<file path="src/rtl/morse_letter_tx_pkg.sv">
// Shared widths, FSM state type and the A-Z Morse pattern/length table
// for the Morse letter transmitter.
package morse_pkg;

  localparam int MORSE_PATTERN_W   = 16;
  localparam int MORSE_LEN_W       = 4;
  localparam int MORSE_LETTER_W    = 5;
  localparam int MORSE_NUM_LETTERS = 26;
  localparam int MORSE_GAP_BITS    = 3;

  typedef enum logic [1:0] {
    IDLE = 2'd0,
    SEND = 2'd1,
    GAP  = 2'd2
  } state_e;

  typedef struct packed {
    logic [MORSE_PATTERN_W-1:0] pattern;
    logic [MORSE_LEN_W-1:0]     len;
  } morse_code_t;

  // Table holds right-aligned keying bits; the result is left-aligned so SEND
  // always shifts out of the MSB.
  function automatic morse_code_t morse_lookup(input logic [MORSE_LETTER_W-1:0] letter);
    morse_code_t raw;
    morse_code_t result;
    case (letter)
      5'd0:    raw = {16'b10111,         4'd5};
      5'd1:    raw = {16'b111010101,     4'd9};
      5'd2:    raw = {16'b11101011101,   4'd11};
      5'd3:    raw = {16'b1110101,       4'd7};
      5'd4:    raw = {16'b1,             4'd1};
      5'd5:    raw = {16'b101011101,     4'd9};
      5'd6:    raw = {16'b111011101,     4'd9};
      5'd7:    raw = {16'b1010101,       4'd7};
      5'd8:    raw = {16'b101,           4'd3};
      5'd9:    raw = {16'b1011101110111, 4'd13};
      5'd10:   raw = {16'b111010111,     4'd9};
      5'd11:   raw = {16'b101110101,     4'd9};
      5'd12:   raw = {16'b1110111,       4'd7};
      5'd13:   raw = {16'b11101,         4'd5};
      5'd14:   raw = {16'b11101110111,   4'd11};
      5'd15:   raw = {16'b10111011101,   4'd11};
      5'd16:   raw = {16'b1110111010111, 4'd13};
      5'd17:   raw = {16'b1011101,       4'd7};
      5'd18:   raw = {16'b10101,         4'd5};
      5'd19:   raw = {16'b111,           4'd3};
      5'd20:   raw = {16'b1010111,       4'd7};
      5'd21:   raw = {16'b101010111,     4'd9};
      5'd22:   raw = {16'b101110111,     4'd9};
      5'd23:   raw = {16'b11101010111,   4'd11};
      5'd24:   raw = {16'b1110101110111, 4'd13};
      5'd25:   raw = {16'b11101110101,   4'd11};
      default: raw = {16'b0,             4'd1};
    endcase
    result.len     = raw.len;
    result.pattern = raw.pattern << (MORSE_PATTERN_W - int'(raw.len));
    return result;
  endfunction

endpackage

</file>
<file path="src/rtl/morse_letter_tx_if.sv">
// Request/keying bundle between the key front end and the Morse transmitter.
interface morse_letter_tx_if;

  logic                               Start;
  logic [morse_pkg::MORSE_LETTER_W-1:0] Letter;
  logic                               DotDashOut;
  logic                               NewBitOut;
  logic                               Busy;
  logic                               Done;

  modport master (
    output Start, Letter,
    input  DotDashOut, NewBitOut, Busy, Done
  );

  modport slave (
    input  Start, Letter,
    output DotDashOut, NewBitOut, Busy, Done
  );

endinterface

</file>
<file path="src/rtl/morse_letter_tx_rate_divider.sv">
// Bit-period down-counter: tick marks the last cycle of a bit period.
module morse_rate_divider #(
  parameter int DIV = 4
) (
  input  logic ClockIn,
  input  logic Reset,
  input  logic load,
  output logic tick
);

  localparam int CW = (DIV < 2) ? 1 : $clog2(DIV);

  logic [CW-1:0] count;

  // Parks at zero when not reloaded, so an idle transmitter sits quietly.
  always_ff @(posedge ClockIn) begin
    if (Reset) begin
      count <= '0;
    end else if (load) begin
      count <= CW'(DIV - 1);
    end else if (count != '0) begin
      count <= count - CW'(1);
    end
  end

  assign tick = (count == '0);

endmodule

</file>
<file path="src/rtl/morse_letter_tx.sv">
// Morse letter transmitter: keys one A-Z letter per accepted Start.
// Define MORSE_LETTER_GAP_EN to append a 3-bit silent letter gap before Done.
module morse_letter_tx
  import morse_pkg::*;
#(
  parameter int CLOCK_FREQUENCY = 500,
  parameter int BITS_PER_SECOND = 2
) (
  input  logic              ClockIn,
  input  logic              Reset,
  morse_letter_tx_if.slave  bus
);

  localparam int DIV = CLOCK_FREQUENCY / BITS_PER_SECOND;

  if (DIV < 2) begin : g_div_check
    $error("morse_letter_tx: CLOCK_FREQUENCY / BITS_PER_SECOND must be at least 2");
  end

  state_e                     state_q, state_n;
  logic [MORSE_PATTERN_W-1:0] shift_q, shift_n;
  logic [MORSE_LEN_W-1:0]     bits_left_q, bits_left_n;
  logic                       dot_q, dot_n;
  logic                       new_bit_q, new_bit_n;
  logic                       busy_q, busy_n;
  logic                       done_q, done_n;
  logic                       load;
  logic                       tick;
  morse_code_t                code;

`ifdef MORSE_LETTER_GAP_EN
  logic [1:0]                 gap_left_q, gap_left_n;
`endif

  morse_rate_divider #(.DIV(DIV)) u_rate_divider (
    .ClockIn (ClockIn),
    .Reset   (Reset),
    .load    (load),
    .tick    (tick)
  );

  assign code = morse_lookup(bus.Letter);

  // Every output is computed one cycle ahead and registered below, so the
  // keyed output never sees Start/Letter combinationally.
  always_comb begin
    state_n     = state_q;
    shift_n     = shift_q;
    bits_left_n = bits_left_q;
    load        = 1'b0;
    dot_n       = 1'b0;
    new_bit_n   = 1'b0;
    busy_n      = 1'b0;
    done_n      = 1'b0;
`ifdef MORSE_LETTER_GAP_EN
    gap_left_n  = gap_left_q;
`endif
    case (state_q)
      IDLE: begin
        if (bus.Start && (bus.Letter < MORSE_LETTER_W'(MORSE_NUM_LETTERS))) begin
          state_n     = SEND;
          shift_n     = code.pattern;
          bits_left_n = code.len - MORSE_LEN_W'(1);
          load        = 1'b1;
          dot_n       = code.pattern[MORSE_PATTERN_W-1];
          new_bit_n   = 1'b1;
          busy_n      = 1'b1;
        end
      end
      SEND: begin
        busy_n = 1'b1;
        dot_n  = shift_q[MORSE_PATTERN_W-1];
        if (tick) begin
          if (bits_left_q != '0) begin
            shift_n     = shift_q << 1;
            bits_left_n = bits_left_q - MORSE_LEN_W'(1);
            load        = 1'b1;
            dot_n       = shift_q[MORSE_PATTERN_W-2];
            new_bit_n   = 1'b1;
          end else begin
`ifdef MORSE_LETTER_GAP_EN
            state_n    = GAP;
            gap_left_n = 2'(MORSE_GAP_BITS - 1);
            load       = 1'b1;
            dot_n      = 1'b0;
            new_bit_n  = 1'b1;
`else
            state_n = IDLE;
            dot_n   = 1'b0;
            busy_n  = 1'b0;
            done_n  = 1'b1;
`endif
          end
        end
      end
`ifdef MORSE_LETTER_GAP_EN
      GAP: begin
        busy_n = 1'b1;
        if (tick) begin
          if (gap_left_q != '0) begin
            gap_left_n = gap_left_q - 2'd1;
            load       = 1'b1;
            new_bit_n  = 1'b1;
          end else begin
            state_n = IDLE;
            busy_n  = 1'b0;
            done_n  = 1'b1;
          end
        end
      end
`endif
      default: begin
        state_n = IDLE;
      end
    endcase
  end

  // Reset wins over any pending Start and clears the letter in flight.
  always_ff @(posedge ClockIn) begin
    if (Reset) begin
      state_q     <= IDLE;
      shift_q     <= '0;
      bits_left_q <= '0;
      dot_q       <= 1'b0;
      new_bit_q   <= 1'b0;
      busy_q      <= 1'b0;
      done_q      <= 1'b0;
`ifdef MORSE_LETTER_GAP_EN
      gap_left_q  <= '0;
`endif
    end else begin
      state_q     <= state_n;
      shift_q     <= shift_n;
      bits_left_q <= bits_left_n;
      dot_q       <= dot_n;
      new_bit_q   <= new_bit_n;
      busy_q      <= busy_n;
      done_q      <= done_n;
`ifdef MORSE_LETTER_GAP_EN
      gap_left_q  <= gap_left_n;
`endif
    end
  end

  assign bus.DotDashOut = dot_q;
  assign bus.NewBitOut  = new_bit_q;
  assign bus.Busy       = busy_q;
  assign bus.Done       = done_q;

endmodule

</file>
<file path="src/flat_wrapper.sv">
// flat-port wrapper written by rule: the top's interface ports become plain ports
module morse_letter_tx_flat import morse_pkg::*;
#(
  parameter int CLOCK_FREQUENCY = 500,
  parameter int BITS_PER_SECOND = 2
)
  (ClockIn, Reset, bus_Start, bus_Letter, bus_DotDashOut, bus_NewBitOut, bus_Busy, bus_Done);
  morse_letter_tx_if bus_i ();
  input  logic ClockIn;
  input  logic Reset;
  input wire logic [$bits(bus_i.Start)-1:0] bus_Start;
  input wire logic [$bits(bus_i.Letter)-1:0] bus_Letter;
  output wire logic [$bits(bus_i.DotDashOut)-1:0] bus_DotDashOut;
  output wire logic [$bits(bus_i.NewBitOut)-1:0] bus_NewBitOut;
  output wire logic [$bits(bus_i.Busy)-1:0] bus_Busy;
  output wire logic [$bits(bus_i.Done)-1:0] bus_Done;
  assign bus_i.Start = bus_Start;
  assign bus_i.Letter = bus_Letter;
  assign bus_DotDashOut = bus_i.DotDashOut;
  assign bus_NewBitOut = bus_i.NewBitOut;
  assign bus_Busy = bus_i.Busy;
  assign bus_Done = bus_i.Done;
  morse_letter_tx #(.CLOCK_FREQUENCY(CLOCK_FREQUENCY), .BITS_PER_SECOND(BITS_PER_SECOND)) u_core (.ClockIn(ClockIn), .Reset(Reset), .bus(bus_i));
endmodule
</file>
<file path="config.mk">
export PLATFORM = sky130hd
export DESIGN_NAME = morse_letter_tx_flat
export DESIGN_NICKNAME = d
export VERILOG_FILES = /design/src/rtl/morse_letter_tx_pkg.sv /design/src/rtl/morse_letter_tx_if.sv /design/src/rtl/morse_letter_tx_rate_divider.sv /design/src/rtl/morse_letter_tx.sv /design/src/flat_wrapper.sv
export SDC_FILE = /design/constraint.sdc
export NUM_CORES = 1
export LEC_CHECK = 0
export ABC_CLOCK_PERIOD_IN_PS = 7550
export CORE_MARGIN = 2
export CORE_UTILIZATION = 40
export DETAILED_ROUTE_END_ITERATION = 10
export PLACE_DENSITY_LB_ADDON = 0.25
export RECOVER_POWER = 25
export SKIP_LAST_GASP = 1
export SLEW_MARGIN = 10
export SYNTH_ARGS = -nofsm -noshare
export SYNTH_HDL_FRONTEND = slang
export SYNTH_HIERARCHICAL = 1
export SYNTH_SLANG_ARGS = --single-unit
</file>
<file path="constraint.sdc">
create_clock -name ClockIn -period 7.55 [get_ports ClockIn]
set_input_delay 0.755 -clock ClockIn [delete_from_list [all_inputs] [get_ports ClockIn]]
set_output_delay 0.755 -clock ClockIn [all_outputs]
set_load 0.005 [all_outputs]
</file>
Word level (Yosys, flattened, before mapping)
Memories as Yosys holds them, arrays and structs flattened.
Index checks and enable logic that the tools add are counted.
{"block": "op_classes", "eq_ne": 5, "n_lt_le_gt_ge": 1, "n_reduce_logical": 11, "n_mux": 25, "shifts": 1, "n_bitwise": 2, "add_sub_neg": 4}
{"operator": "$mux W16", "n": 3}
{"operator": "$pmux W16 S2", "n": 1}
{"operator": "$shl A16 B32 Y16", "n": 1}
{"operator": "$mux W8", "n": 2}
{"operator": "$mux W4", "n": 3}
{"operator": "$logic_not A8 Y1", "n": 1}
{"operator": "$mux W1", "n": 8}
{"operator": "$pmux W4 S2", "n": 1}
{"operator": "$reduce_bool A8 Y1", "n": 1}
{"operator": "$sub A4 B1 Y4 const B", "n": 2}
{"operator": "$sub A8 B1 Y8 const B", "n": 1}
{"operator": "$mux W2", "n": 3}
{"operator": "$ne A2 B1 Y1 const B", "n": 3}
{"operator": "$pmux W1 S2", "n": 3}
{"operator": "$sub A5 B4 Y6 const A", "n": 1}
{"operator": "$lt A5 B5 Y1 const B", "n": 1}
{"operator": "$pmux W2 S2", "n": 1}
{"operator": "$reduce_and A4 Y1", "n": 1}
{"operator": "$reduce_bool A2 Y1", "n": 2}
{"operator": "$reduce_bool A4 Y1", "n": 1}
{"operator": "$reduce_and A3 Y1", "n": 1}
{"operator": "$reduce_or A3 Y1", "n": 1}
{"operator": "$eq A2 B1 Y1 const B", "n": 1}
{"operator": "$logic_not A2 Y1", "n": 1}
{"operator": "other kinds (4)", "n": 5}
{"block": "totals", "mem_bits_ro": 512, "register_bits": 34, "word_cells": 59, "memories": 1}
{"memory": "(no name shown)", "words": 32, "word_bits": 16, "read_ports": 1, "rd_ports_with_merged_regs": 0, "write_ports": 0, "line": "morse_letter_tx_pkg.sv:27", "text": "case (letter)"}

Depth between registers and ports, before layout
{"block": "logic_depth", "word_depth": 5, "ltp_mapped": 14}

Hierarchy
Netlist, hierarchy kept.
{"mod": "morse_letter_tx", "n_inst": 1, "area_each_um2": 2293.4, "cells_per_inst": 302, "seq_area_each_um2": 480.5}
{"mod": "morse_rate_divider", "n_inst": 1, "area_each_um2": 407.9, "cells_per_inst": 45, "seq_area_each_um2": 160.2}

Worst setup path after synthesis
OpenSTA, ideal clock, no wires.
{"block": "synth_path", "path_type": "register to register", "from": "register u_core.u_rate_divider.count[0]", "to": "register u_core.u_rate_divider.count[3]", "path_stages_with_launch": 15, "synth_period_minus_slack_ns": 3.020, "path_slack_ns": 4.530, "required_ns": 7.435, "t_arrival_ns": 2.905, "cell_sequence": "dfxtp_1 -> inv_1 -> ha_1 -> or4b_4 -> or2_1 -> inv_1 -> nand2_1 -> nor2_1 -> nor2_2 -> inv_2 -> buf_2 -> clkbuf_1 -> inv_1 -> and3_2 -> a2111oi_0"}
{"block": "synth_between", "elab_chain_cells": 4, "elab_cells_between_ends": 8, "cone_classes": "add/sub (1); mux (4); reduce/logical (3)"}
{"element": "start, declared", "line": "morse_letter_tx_rate_divider.sv:13", "text": "logic [CW-1:0] count;"}
{"element": "start signal, assigned", "line": "morse_letter_tx_rate_divider.sv:20", "text": "count <= CW'(DIV - 1);"}
{"element": "start signal, assigned", "line": "morse_letter_tx_rate_divider.sv:22", "text": "count <= count - CW'(1);"}
{"element": "$logic_not A8 Y1 (*)", "line": "morse_letter_tx_rate_divider.sv:26", "text": "assign tick = (count == '0);"}
{"element": "via u_core.tick", "line": "morse_letter_tx.sv:28", "text": "logic tick;"}
{"element": "$mux W1 (*)", "line": "morse_letter_tx.sv:73", "text": "if (tick) begin"}
{"element": "$pmux W1 S2 (*)", "line": "morse_letter_tx.sv:58", "text": "case (state_q)"}
{"element": "via u_core.load", "line": "morse_letter_tx.sv:27", "text": "logic load;"}
{"element": "$mux W8 / $reduce_bool A2 Y1 (equally long branches)"}
Mark *: on every way through the listed nets, which the timed path passes. The rest lies on a longest branch. The select of a mux whose other input is x is not followed.
A chain may end at the register's enable or synchronous reset.

Worst setup path after layout
{"block": "layout_path", "from": "input bus_Letter[2]", "to": "register u_core.shift_q[10]"}
{"block": "layout_between", "elab_chain_cells": 5, "elab_cells_between_ends": 9, "cone_classes": "add/sub (1); order compare (1); eq/ne (1); shift (1); mux (2); reduce/logical (2); memory (1)"}
{"element": "start, declared", "line": "flat_wrapper.sv:12", "text": "input wire logic [$bits(bus_i.Letter)-1:0] bus_Letter;"}
{"element": "$mem_v2 Z32 W16"}
{"element": "$sub A5 B4 Y6", "line": "morse_letter_tx_pkg.sv:57", "text": "result.pattern = raw.pattern << (MORSE_PATTERN_W - int'(raw.len));"}
{"element": "$shl A16 B32 Y16", "line": "morse_letter_tx_pkg.sv:57"}
{"element": "$mux W16", "line": "morse_letter_tx.sv:60", "text": "if (bus.Start && (bus.Letter < MORSE_LETTER_W'(MORSE_NUM_LETTERS))) begin"}
{"element": "$pmux W16 S2", "line": "morse_letter_tx.sv:58"}
{"element": "end signal, assigned", "line": "morse_letter_tx.sv:133", "text": "shift_q <= shift_n;"}
{"element": "end, declared", "line": "morse_letter_tx.sv:21", "text": "logic [MORSE_PATTERN_W-1:0] shift_q, shift_n;"}
Several ways; a longest one is shown, not always the timed one. The select of a mux whose other input is x is not followed.

==> impl_metrics.csv <==
group,metric,value,unit
worst_hold_path,hold_crit_depth,2,
setup_path,crit_path_max_fanout,34,
timing,grt_setup_unrepaired,"no",
die,floorplan.die.width,86.2,um
synthesis,post_synthesis_sequential_element_count,32,
final_layout,finalCoreUtilization,44.2,%
synthesis,syn-num-nets,366,
synthesis,post_synth_most_frequent_cells,"nand2_1, nor2_1, dfxtp_1",
clock_tree,cts_repair_resize_count,0,
timing,clock-skew-final,0.00261,ns
synthesis,syn_inst,347,
global_routing,met1_usage,27.9,%
global_routing,first_global_vias,2397,
clock_tree,ctsHoldBuffers,0,
power,power_density,187,nW/um^2
route,viasPerCell,6.10,
placement,post_dp_cell_area,2780,sq um
synthesis,synthDominantCellAreaShare,23.7,%
setup_path,worst_r2r_startpoint,"u_core/u_rate_divider/count[0]",
synthesis,total_number_of_yosys_warnings,6,
route,detailroute.via_count,2575,
synthesis,post_synth_instance_area,2700,sq um
global_routing,globalRoute.totalOverflow,0,
power,p_leak,1.07,nW
final_layout,finalNetCount,363,
clock_tree,cts-buffers-inserted,5,
timing,report.final.setup_viol,0,
timing,fin_hold_ws,0.456,ns
synthesis,number_of_flops_mapped_to_enable_cells_by_yosys,0,
global_routing,global_route.usage.total,18.6,%
setup_path,path_cells,"dlygate4sd3_1 > o211a_1 > nor3_1 > nor2_1 > inv_2 > nor2_1 > a211oi_1 > a21oi_1",
synthesis,synth_top_area_cell,"dfxtp_1",
route,drt_first_pass_iters,6,
setup_path,critPathMaxStageDelay,1.22,ns
status,status,"finished clean",
global_routing,grt_first_pass_wirelength,11300,um
die,floorplan.die_area,7430,sq um
setup_path,worst_ep_arrival_time,4.34,ns
clock_tree,htree_levels,2,
placement,gp_congestion,0.928,
clock_tree,tritoncts_num_sinks,32,
setup_path,r2r.worst_path.cells,13,
die,boundaryPins,12,
placement,port_bufs,11,
setup_path,worst_reg2reg_path_endpoint,"u_core/shift_q[14]",
worst_hold_path,timing.hold.worst.class,"flip-flop to flip-flop",
synthesis,synth.distinct_cells,79,
synthesis,postSynth.asyncResetShare,0,%
setup_path,critical-path-slowest-cell,"dlygate4sd3_1",
synthesis,synth_seq_area_share,23.7,%
placement,hpwl,4670,um
job,drv_cap,0,
synthesis,synth-main-ff-cell,"dfxtp_1",
setup_path,critical_path.n_buffers_inverters,2,
global_routing,grt.busiest_layer,"met1",
setup_path,setup.worst_path.class,"input pin to flip-flop",
timing,final.setup.worst_slack,3.43,ns
global_routing,globalRouteMet2Util,27.1,%
die,fp.coreArea,6460,sq um
die,start_util,41.8,%
synthesis,yosysMostFrequentCell,"nand2_1",
timing,report.final.hold_viol_count,0,
route,remaining_drc_errors,0,
final_layout,layout.cell_area.non_filler,2850,sq um
setup_path,critPathLaunchType,"input pin",
clock_tree,worst_setup_hold_path_clk_slew,0.06,ns
final_layout,fraction_of_final_layout_cells_sized_beyond_drive_strength_1,10.1,%
worst_hold_path,min-delay-start,"u_core/shift_q[13]",
route,drt-wirelength-per-cell,15.9,um
synthesis,postSynthAreaPerCell,7.78,sq um
timing,finalSetupTns,0,ns
synthesis,area_contributors_post_synth,"dfxtp_1, mux2i_1, ha_1",
route,drt.antenna.violating_nets,0,
route,drt_first_iter_violations,182,
die,std_cell_rows,29,
global_routing,grt_antenna_before_repair,0,
timing,fin_crit_sh,54.6,%
timing,max_clock_freq,243,MHz
timing,period_minus_slack,4.12,ns
clock_tree,clockBufferDepth,2,
clock_tree,clk-insertion-delay-late,0.28,ns
timing,slew_headroom,27.4,%
final_layout,area_growth_syn_to_layout,5.65,%
route,drt_wl_total,6690,um
final_layout,insertedDiodeCount,0,
global_routing,met3_usage,3.14,%
timing,worst_slew_pin_slew,1.08,ns
die,die_y,86.2,um
setup_path,crit_required,7.77,ns
clock_tree,cts.root.buffer_cell,"clkbuf_8",
setup_path,critical_path.most_common_cell,"nor2_1",
placement,place_worst_setup_slack,3.40,ns
setup_path,critical_path_capture_point_type,"flip-flop",
timing,slew_viol_final,0,
setup_path,critical-path-top-delay-family,"buffers and inverters",
power,vdd_drop_max,0.123,mV
clock_tree,setup_fix_bufs_post_cts,0,
setup_path,regToRegSetupSlack,3.88,ns
clock_tree,clock_tree_from_tritoncts,"built",
global_routing,grt_start_max_net_pins,35,
worst_hold_path,worst_hold_path.endpoint,"u_core/shift_q[13]",
## per-layer routing
| metal | share of wire [%] | wire (um) | vias to the layer above |
|---|---|---|---|
| met4 | 1.1 | 75 | 0 |
| met2 | 43 | 2900 | 79 |
| met1 | 50 | 3350 | 1210 |
| met3 | 5.4 | 361 | 8 |
| li1 | - | - | 1278 |
| met5 | 0 | 0 | - |
## area by class of cell
class                   instances  area, sq um
clock buffers                   8         90.1
fillers                       675         3600
inverters                      18         67.6
multi-input cells             273         1830
flip-flops and latches         32          641
well taps                      77         96.3
repair buffers                 14          133
## where the power goes
part | switching, mW | leakage [nW] | internal [mW] | total (mW)
logic | 0.116 | 0.764 | 0.0742 | 0.191
clock network | 0.0606 | 0.0455 | 0.0743 | 0.135
registers | 0.0174 | 0.264 | 0.190 | 0.207
## tightest hold or removal path, delay by kind of cell, from the launching register on
kind | cells | cell delay, ns
compound gates | 1 | 0.04
flops | 1 | 0.32
simple gates | 1 | 0.06
## placed cells by master, fill, tap and decap left out, drive strengths merged, types with 4 or more instances in the layout
| cell type | n |
|---|---|
| ha | 11 |
| clkdlybuf4s50 | 6 |
| a31oi | 8 |
| nor3 | 15 |
| nand2b | 16 |
| a21oi | 27 |
| mux2i | 14 |
| nor4 | 6 |
| inv | 18 |
| a211oi | 5 |
| nor2 | 34 |
| dfxtp | 32 |
| nand3 | 11 |
| a221oi | 5 |
| dlygate4sd3 | 5 |
| mux2 | 5 |
| clkbuf | 8 |
| o21ai | 15 |
| nand2 | 35 |
| and3 | 4 |
| o211ai | 4 |
## cells by family (layout without fill, tap and decap cells)
family	after synthesis	in the layout	synth area share [%]
compound gates	102	102	28.0
xor+xnor	2	2	0.649
flops	32	32	23.7
fa+ha+maj	11	11	5.09
simple gates	139	139	27.3
buf+inv	42	40	8.01
mux	19	19	7.27
## flip-flops by register name, summed over array words and instances, names as in the netlist
| register | flops |
|---|---|
| u_core/bits_left_q | 4 |
| u_core/state_q | 1 |
| u_core/bus.Busy | 1 |
| u_core/u_rate_divider/count | 8 |
| u_core/bus.Done | 1 |
| u_core/shift_q | 15 |
| u_core/bus.DotDashOut | 1 |
| u_core/bus.NewBitOut | 1 |
## worst max-delay path by stage
| stage | from | endpoint | slack, ns | cells after the start |
|---|---|---|---|---|
| 3_3_place_gp | bus_Letter[1] | u_core/shift_q[14] | 3.40 | 9 |
| 4_1_cts | bus_Letter[1] | u_core/shift_q[14] | 3.71 | 9 |
| 6_report | bus_Letter[2] | u_core/shift_q[10] | 3.43 | 8 |
| 3_5_place_dp | bus_Letter[1] | u_core/shift_q[14] | 3.40 | 9 |
| 5_1_grt | bus_Letter[2] | u_core/shift_q[10] | 3.09 | 8 |
| 2_1_floorplan | u_core/u_rate_divider/count[0] | u_core/u_rate_divider/count[3] | 4.53 | 14 |
## metrics by stage
stage | instances | total power, mW
floorplan | 347 | 0.361
global placement | 414 | 0.401
detailed placement | 414 | 0.401
CTS | 422 | 0.536
global route | 422 | 0.568
finish | 422 | 0.533
(Power assumes the default switching activity.)
